$ cat src/rtl/riscv_pkg.sv
// Shared encodings for the RISC-V pipeline: ALU operation codes and
// hazard-unit forwarding selects.
package riscv_pkg;

    localparam int unsigned ALU_OP_W = 3;
    localparam int unsigned FWD_W    = 2;

    localparam logic [ALU_OP_W-1:0] ALU_ADD = 3'b000;
    localparam logic [ALU_OP_W-1:0] ALU_SUB = 3'b001;
    localparam logic [ALU_OP_W-1:0] ALU_AND = 3'b010;
    localparam logic [ALU_OP_W-1:0] ALU_OR  = 3'b011;
    localparam logic [ALU_OP_W-1:0] ALU_SLT = 3'b101;

    // 2'b11 is reserved and behaves like FWD_REG.
    localparam logic [FWD_W-1:0] FWD_REG = 2'b00;
    localparam logic [FWD_W-1:0] FWD_WB  = 2'b01;
    localparam logic [FWD_W-1:0] FWD_MEM = 2'b10;

endpackage

$ cat src/rtl/alu.sv
// Combinational integer ALU for the execute stage: add/sub/and/or/slt with
// a zero flag used for beq resolution.
module alu
    import riscv_pkg::*;
#(
    parameter int unsigned XLEN = 32
) (
    input  logic [XLEN-1:0]     SrcA,
    input  logic [XLEN-1:0]     SrcB,
    input  logic [ALU_OP_W-1:0] ALUControl,
    output logic [XLEN-1:0]     Result,
    output logic                Zero
);

    logic [XLEN-1:0] sum;
    logic [XLEN-1:0] diff;
    logic            less_signed;

    assign sum         = SrcA + SrcB;
    assign diff        = SrcA - SrcB;
    assign less_signed = $signed(SrcA) < $signed(SrcB);

    always_comb begin
        Result = '0;
        case (ALUControl)
            ALU_ADD: Result = sum;
            ALU_SUB: Result = diff;
            ALU_AND: Result = SrcA & SrcB;
            ALU_OR:  Result = SrcA | SrcB;
            ALU_SLT: Result = {{(XLEN-1){1'b0}}, less_signed};
            default: Result = '0;
        endcase
    end

    assign Zero = (Result == '0);

endmodule

$ cat src/rtl/execute_cycle.sv
// Execute stage: operand forwarding, ALU, branch target/decision and the
// EX/MEM pipeline register.
module execute_cycle
    import riscv_pkg::*;
#(
    parameter int unsigned XLEN = 32
) (
    input  logic                clk,
    input  logic                rst,
    input  logic                RegWriteE,
    input  logic                ALUSrcE,
    input  logic                MemWriteE,
    input  logic                ResultSrcE,
    input  logic                BranchE,
    input  logic [ALU_OP_W-1:0] ALUControlE,
    input  logic [XLEN-1:0]     RD1_E,
    input  logic [XLEN-1:0]     RD2_E,
    input  logic [XLEN-1:0]     Imm_Ext_E,
    input  logic [4:0]          RD_E,
    input  logic [XLEN-1:0]     PCE,
    input  logic [XLEN-1:0]     PCPlus4E,
    input  logic [FWD_W-1:0]    ForwardA_E,
    input  logic [FWD_W-1:0]    ForwardB_E,
    input  logic [XLEN-1:0]     ResultW,
    output logic                PCSrcE,
    output logic [XLEN-1:0]     PCTargetE,
    output logic                RegWriteM,
    output logic                MemWriteM,
    output logic                ResultSrcM,
    output logic [4:0]          RD_M,
    output logic [XLEN-1:0]     ALUResultM,
    output logic [XLEN-1:0]     WriteDataM,
    output logic [XLEN-1:0]     PCPlus4M
);

    logic [XLEN-1:0] src_a;
    logic [XLEN-1:0] src_b_fwd;
    logic [XLEN-1:0] src_b;
    logic [XLEN-1:0] alu_result;
    logic            alu_zero;

    // FWD_MEM picks up the previous instruction's registered result.
    always_comb begin
        src_a = RD1_E;
        case (ForwardA_E)
            FWD_WB:  src_a = ResultW;
            FWD_MEM: src_a = ALUResultM;
            default: src_a = RD1_E;
        endcase
    end

    always_comb begin
        src_b_fwd = RD2_E;
        case (ForwardB_E)
            FWD_WB:  src_b_fwd = ResultW;
            FWD_MEM: src_b_fwd = ALUResultM;
            default: src_b_fwd = RD2_E;
        endcase
    end

    assign src_b = ALUSrcE ? Imm_Ext_E : src_b_fwd;

    alu #(
        .XLEN(XLEN)
    ) u_alu (
        .SrcA      (src_a),
        .SrcB      (src_b),
        .ALUControl(ALUControlE),
        .Result    (alu_result),
        .Zero      (alu_zero)
    );

    assign PCTargetE = PCE + Imm_Ext_E;
    assign PCSrcE    = ~rst & BranchE & alu_zero;

    // Store data is the forwarded operand, not raw RD2_E.
    always_ff @(posedge clk) begin
        if (rst) begin
            RegWriteM  <= 1'b0;
            MemWriteM  <= 1'b0;
            ResultSrcM <= 1'b0;
            RD_M       <= '0;
            ALUResultM <= '0;
            WriteDataM <= '0;
            PCPlus4M   <= '0;
        end else begin
            RegWriteM  <= RegWriteE;
            MemWriteM  <= MemWriteE;
            ResultSrcM <= ResultSrcE;
            RD_M       <= RD_E;
            ALUResultM <= alu_result;
            WriteDataM <= src_b_fwd;
            PCPlus4M   <= PCPlus4E;
        end
    end

endmodule

$ cat config.mk
export PLATFORM = sky130hd
export DESIGN_NAME = execute_cycle
export DESIGN_NICKNAME = d
export VERILOG_FILES = /design/src/rtl/riscv_pkg.sv /design/src/rtl/alu.sv /design/src/rtl/execute_cycle.sv
export SDC_FILE = /design/constraint.sdc
export NUM_CORES = 1
export LEC_CHECK = 0
export CORE_MARGIN = 3
export CORE_UTILIZATION = 44
export CTS_CLUSTER_DIAMETER = 60
export DETAILED_ROUTE_END_ITERATION = 10
export PLACE_DENSITY = 0.79
export SLEW_MARGIN = 25
export SYNTH_ARGS = -nofsm -noshare
export SYNTH_HDL_FRONTEND = slang
export SYNTH_HIERARCHICAL = 1
export SYNTH_SLANG_ARGS = --single-unit
$ cat constraint.sdc
create_clock -name clk -period 6.8 [get_ports clk]
set_input_delay 1.36 -clock clk [delete_from_list [all_inputs] [get_ports clk]]
set_output_delay 1.36 -clock clk [all_outputs]
set_load 0.02 [all_outputs]
-- Word-level counts from Yosys, hierarchy flattened
Cells that the tools add are included.
- add/subtract/negate cells: 3
- magnitude comparators: 1
- equality and inequality tests: 8
- mux-type cells: 4
- bitwise gates (word level): 5
- reductions and logical operators: 2
- operator list (kind ; number):
    32-bit case mux with 5 select lines ; 1
    32-bit case mux with 2 select lines ; 2
    32-bit adder ; 2
    32-bit AND ; 1
    32-bit zero test ; 1
    32-bit < comparator ; 1
    32-bit two-way mux ; 1
    32-bit bitwise OR ; 1
    32-bit subtractor ; 1
    3-bit by 2-bit equality test with 1-bit output, second input constant ; 2
    2-bit by 1-bit equality test with 1-bit output, second input constant ; 2
    2-bit equality test, second input constant ; 2
    3-bit by 1-bit equality test with 1-bit output, second input constant ; 1
    3-bit equality test, second input constant ; 1
    3-bit zero test ; 1
    1-bit AND ; 2
    1-bit inverter ; 1
- register bits: 104
- bits of input ports: 211
- output and inout port bits: 137
- word-level logic and storage cells: 30

-- Logic depth before layout (Yosys ltp)
Gate-level depths: netlist (run 1).
- depth in word-level cells: 7
- gate-level depth with buffers: 23
- mapped depth without buffers: 22

-- By module
Netlist (run 1), hierarchy kept.
- by module, submodules not included (module ; times used ; cells each ; area an instance (µm²) ; seq. area each (µm²)):
    execute_cycle ; 1 ; 746 ; 5880.6 ; 2082.0
    alu ; 1 ; 818 ; 5365.1 ; 0.0

-- Worst setup path before layout (run 1)
Ideal clock, no wire load.
- kind: input -> output
- start: input ForwardB_E[0]
- end: output PCSrcE
- arrival time: 5809 ps
- required time: 5440 ps
- path slack: -369 ps
- stages on the path: 21
- path buffers: 2
- path through: inv_1 -> ha_1 -> clkbuf_1 -> clkbuf_1 -> a21oi_1 -> o21ai_0 -> inv_1 -> ha_1 -> or2_1 -> a211oi_2 -> a221oi_1 -> o21ai_2 -> nand3_1 -> o21ai_1 -> mux2i_1 -> a2111o_1 -> or4b_1 -> nor4_1 -> and4bb_1 -> nand2_1 -> nor2_1
- longest elaborated chain between the ends: 7
- elaborated cells on any way between the ends: 12
- those cells by class: 2 x add/sub; 1 x order compare; 2 x eq/ne; 3 x mux; 3 x bitwise; 1 x reduce/logical
- RTL lines (element ; RTL line ; source):
    start, declared ; execute_cycle.sv:23 ; input logic [FWD_W-1:0] ForwardB_E,
    2-bit equality test or 2-bit by 1-bit equality test with 1-bit output (tied branches) ; execute_cycle.sv:54 ; case (ForwardB_E)
    32-bit case mux with 2 select lines * ; execute_cycle.sv:54 ;
    32-bit two-way mux * ; execute_cycle.sv:61 ; assign src_b = ALUSrcE ? Imm_Ext_E : src_b_fwd;
    via src_b[1] ; execute_cycle.sv:38 ; logic [XLEN-1:0] src_b;
    32-bit subtractor or 32-bit adder (tied branches) ; alu.sv:20, alu.sv:19 ;
    32-bit case mux with 5 select lines * ; alu.sv:25 ; case (ALUControl)
    via alu_result[31] ; execute_cycle.sv:39 ; logic [XLEN-1:0] alu_result;
    32-bit zero test * ; alu.sv:35 ; assign Zero = (Result == '0);
    via alu_zero ; execute_cycle.sv:40 ; logic alu_zero;
    1-bit AND * ; execute_cycle.sv:74 ; assign PCSrcE = ~rst & BranchE & alu_zero;
    end, declared ; execute_cycle.sv:25 ; output logic PCSrcE,
The timed path passes the listed nets; every way through them passes the cells marked *.

-- Worst setup path after layout (run 1)
Same ends and word-level chain as after synthesis.

==> results of run 1 <==
kinds of logic (layout without fill, tap and decap cells):
| family | Yosys count | after routing |
|---|---|---|
| AO/OA/AOI/OAI | 533 | 533 |
| AND/OR/NAND/NOR | 531 | 531 |
| buffers and inverters | 195 | 920 |
| adder cells (fa/ha/maj) | 145 | 145 |
| flip-flops | 104 | 104 |
| XOR/XNOR | 51 | 51 |
| multiplexers | 5 | 5 |
| other | 0 | 7 |
final timing paths:
kind,endpoint,slack [ps]
setup reg to reg,ALUResultM[0]$_SDFF_PP0_,2630
hold reg to reg,WriteDataM[17]$_SDFF_PP0_,740
setup / recovery,PCSrcE,-560
hold / removal,WriteDataM[17]$_SDFF_PP0_,740
cells in the mapped netlist, drive strengths merged, types with 6 or more instances:
master	instances
nor2	178
nand2	145
ha	142
a21oi	138
o21ai	136
dfxtp	104
inv	103
nor2b	89
a22oi	67
clkbuf	67
xnor2	34
nand3	31
a21o	28
a211oi	25
buf	25
o211ai	22
xor2	17
nand4	15
nor4	11
o31ai	11
nor3	10
o22ai	10
a31oi	9
and3	9
a2111oi	8
a221oi	8
o21a	8
and2	7
o21bai	7
nand2b	6
or3	6
or4	6
per-layer routing:
| metal | GRT usage | up-vias | part of all wire |
|---|---|---|---|
| met5 | 0 | - | 0.00029 |
| met3 | 0.0788 | 332 | 0.088 |
| met2 | 0.696 | 1088 | 0.47 |
| met1 | 0.438 | 7261 | 0.35 |
| met4 | 0.299 | 2 | 0.091 |
| li1 | - | 7003 | - |
cell type report:
type,count,area [µm²]
multi-input combinational,1265,9460
timing repair buffer,801,7160
fill,1657,4910
sequential,104,2080
tap,324,405
inverter,103,392
clock buffer,10,239
clock inverter,6,82.6
antenna,7,17.5
power by group:
| part | switching [mW] | internal, mW | total [mW] |
|---|---|---|---|
| sequential | 0.0342 | 0.654 | 0.688 |
| combinational | 1.19 | 1.15 | 2.34 |
| clock | 0.284 | 0.305 | 0.589 |
through the flow:
stage	TNS, ps	power [mW]
floorplan	0	1.66
global placement	-2160	2.67
detailed placement	-2110	2.69
CTS	-434	3.48
global route	-639	3.77
finish	-557	3.62
flip-flops by register name (all words and copies together), names as in the netlist:
signal      count
ALUResultM     32
MemWriteM       1
PCPlus4M       32
RD_M            5
RegWriteM       1
ResultSrcM      1
WriteDataM     32
critical path: cells and delay by family:
| family | cells | cell delay, ps |
|---|---|---|
| compound gates | 5 | 940 |
| fa+ha+maj | 2 | 570 |
| buf+inv | 7 | 750 |
| simple gates | 11 | 2370 |
placed cells by master, fill, tap and decap left out, drive strengths merged, types with 67 or more instances in the layout:
cell type        n
o21ai          136
dfxtp          104
buf            459
nor2           178
clkdlybuf4s50  333
inv            106
a21oi          138
ha             142
a22oi           67
nor2b           89
nand2          145
timing repair:
item,in CTS,in global routing
hold endpoints to repair,0,0
pin swaps,73,49
hold buffers,0,0
buffers inserted,36,12
cloned,4,0
endpoints found under the setup margin,1,1
gates resized for setup,252,67
==> results, run 1 <==
- Across the run, the number of max-cap violations was 0.
- The synthesized netlist occupies a cell area of 11,200 µm².
- The number of pins with negative max-slew slack in the final report came to 0.
- The number of buffers inserted by port buffering is 347.
- The global routing usage summed across all routing layers is 0.403.
- The static leakage is 8.66 nW.
- The achievable frequency is 0.136 GHz.
- The tree is rooted in a clkbuf_16.
- The worst path required time is 5440 ps.
- The number of enable flip-flop cells after synthesis is 0.
- Counting tap cells, the placed design contains a total of 2,548 instances.
- The top-level I/O count is 348.
- The launching element type of the critical path is a primary input.
- By area, the combinational part of the netlist is dominated by compound AO/OA/AOI/OAI gates.
- For this run the aggregate overflow at the end of global routing stands at 0.
- The die span in x is 166 µm.
- Of the total synthesized cell area, the portion taken by full adders, half adders and majority gates is 0.163.
- The clock tree from TritonCTS is built.
- Of the total synthesized cell area, the portion taken by XOR and XNOR cells is 0.0397.
- Measured on the finished design, the core utilization comes to 0.801.
- In this run the remaining antenna-violating nets after routing total 0.
- The number of CTS-inserted buffers is 9.
- The later-pin clock latency in the skew report is 370 ps.
- The worst slew slack as a fraction of its limit is 0.499.
- The total number of nets in the final design is 2,640.
- The post-synthesis sequential element count is 104.
- In the final routed layout, each cell accounts on average for 22.6 µm.
- The worst hold path startpoint is ALUResultM[17]$_SDFF_PP0_.
- Setup repair after global routing could not meet its margin everywhere.
- The number of nets in the synthesized netlist is 1,920.
- Setup violations remaining at the end of the flow were counted as 1.
- Tracing the worst setup path back leads to its startpoint at ForwardB_E[0].
- The checks that failed: setup timing.
- The total via count after detailed routing is 15,700.
- The tightest hold path in the finished design has a slack of 736 ps.
- The simple-gate area share of the yosys netlist is 0.223.
- The netlist uses 89 different library cells.
- The complex-gate fraction of the synthesized area is 0.315.
- The wire length of the first global-routing pass is 88,800 µm.
- In this run the core area contains 57 standard-cell rows.
- Along the worst hold path, the cell count comes to 4.
- The maximum clock skew at final layout is 10.1 ps.
- Across the VDD grid, the largest voltage drop is 0.156 mV.
- Of the available clock period, the critical path in the final layout requires 1.08.
- The maximum count of clock buffers along a single path is 2.
- The total clock sinks is 104.
- The clock tree synthesis step divided the H-tree into 3 levels.
- The data arrival time of the worst path is 6000 ps.
- The cell type with the largest total area after synthesis is dfxtp_1.
- Of the post-synthesis cell area, the dominant cell type holds 0.185.
- After synthesis, the cell types taking the most area are dfxtp_1 19%, ha_1 16%, a21oi_1 6.0%.
- The areal power density over the cells is 183 nW/µm².
- The largest stage delay on the critical path is 560 ps.
- After clock tree synthesis, the clock-pin slew on the worst setup and hold paths is 70 ps.
- The starting density of the core is 0.454.
- The average via count per standard cell is 5.99.
- The largest net degree at the start of global routing is 58.
- The initial antenna violation count is 8.
- Along the worst path, the maximum fanout reaches 8.
- The weighted congestion reported at the end of routability-driven placement is 1.09.
- The post-synthesis sequential area ratio is 0.185.
- The async set-reset flop share out of synthesis is 0.
- The number of global-route vias before repair came to 15,700.
- The minimum period implied by the final worst setup slack is 7360 ps.
- The finished cells cover 19,800 µm².
- The average instance in the mapped netlist occupies 7.19 µm².
- For this run, design rule violations remaining after detail routing come to 0.
- The cell at the slowest stage of the critical path is or4_4.
- Counting cells, the worst reg-to-reg path comes to 20.
- In this run the cell area measured after placement is 17,900 µm².
- The leading register cell type out of synthesis is dfxtp_1.
- The floorplan die area is 27,500 µm².
- The count of TritonRoute iterations in the first routing pass is 5.
- The hold violation total from the final report is 0.
- The area growth from synthesis to layout is 76.4%.
- STA classifies the critical path endpoint as an output port.
- In the synthesized netlist, the number of instances is 1,564.
- From bottom edge to top edge, the die measures 166 µm.
- The kind of critical path is in2out.
- The launching point of the worst reg2reg path is ALUResultM[0]$_SDFF_PP0_.
- The HPWL after detailed placement is 46,300 µm.
- The run finished, with violations left.
- Once routing completed, OpenROAD measured the worst setup slack at -557 ps.
- The mux cell area share after synthesis is 0.00567.
- The tightest min-delay check is of the reg2reg type.
- The pre-CTS setup slack is -2110 ps.
- The slew at the pin with the worst max-slew slack is 749 ps.
- After the flow finishes, the layout carries non-filler instances totaling 2,620.
- In the final layout, the share of cells above drive strength 1 is 0.304.
- The number of DRC markers after the initial detailed-route iteration is 1,418.
- During synthesis, Yosys emitted a total of 6 warnings.
- The region available for standard cell placement spans 24,700 µm².
- Summed over all layers, the routed wires come to 59,300 µm.
(Power assumes the default switching activity.)
==> run 2, diff against run 1 <==
CAP_MARGIN = 20   (was unset)
==> results of run 2 <==
The final DEF is identical to that of run 1; final timing and power are the same.
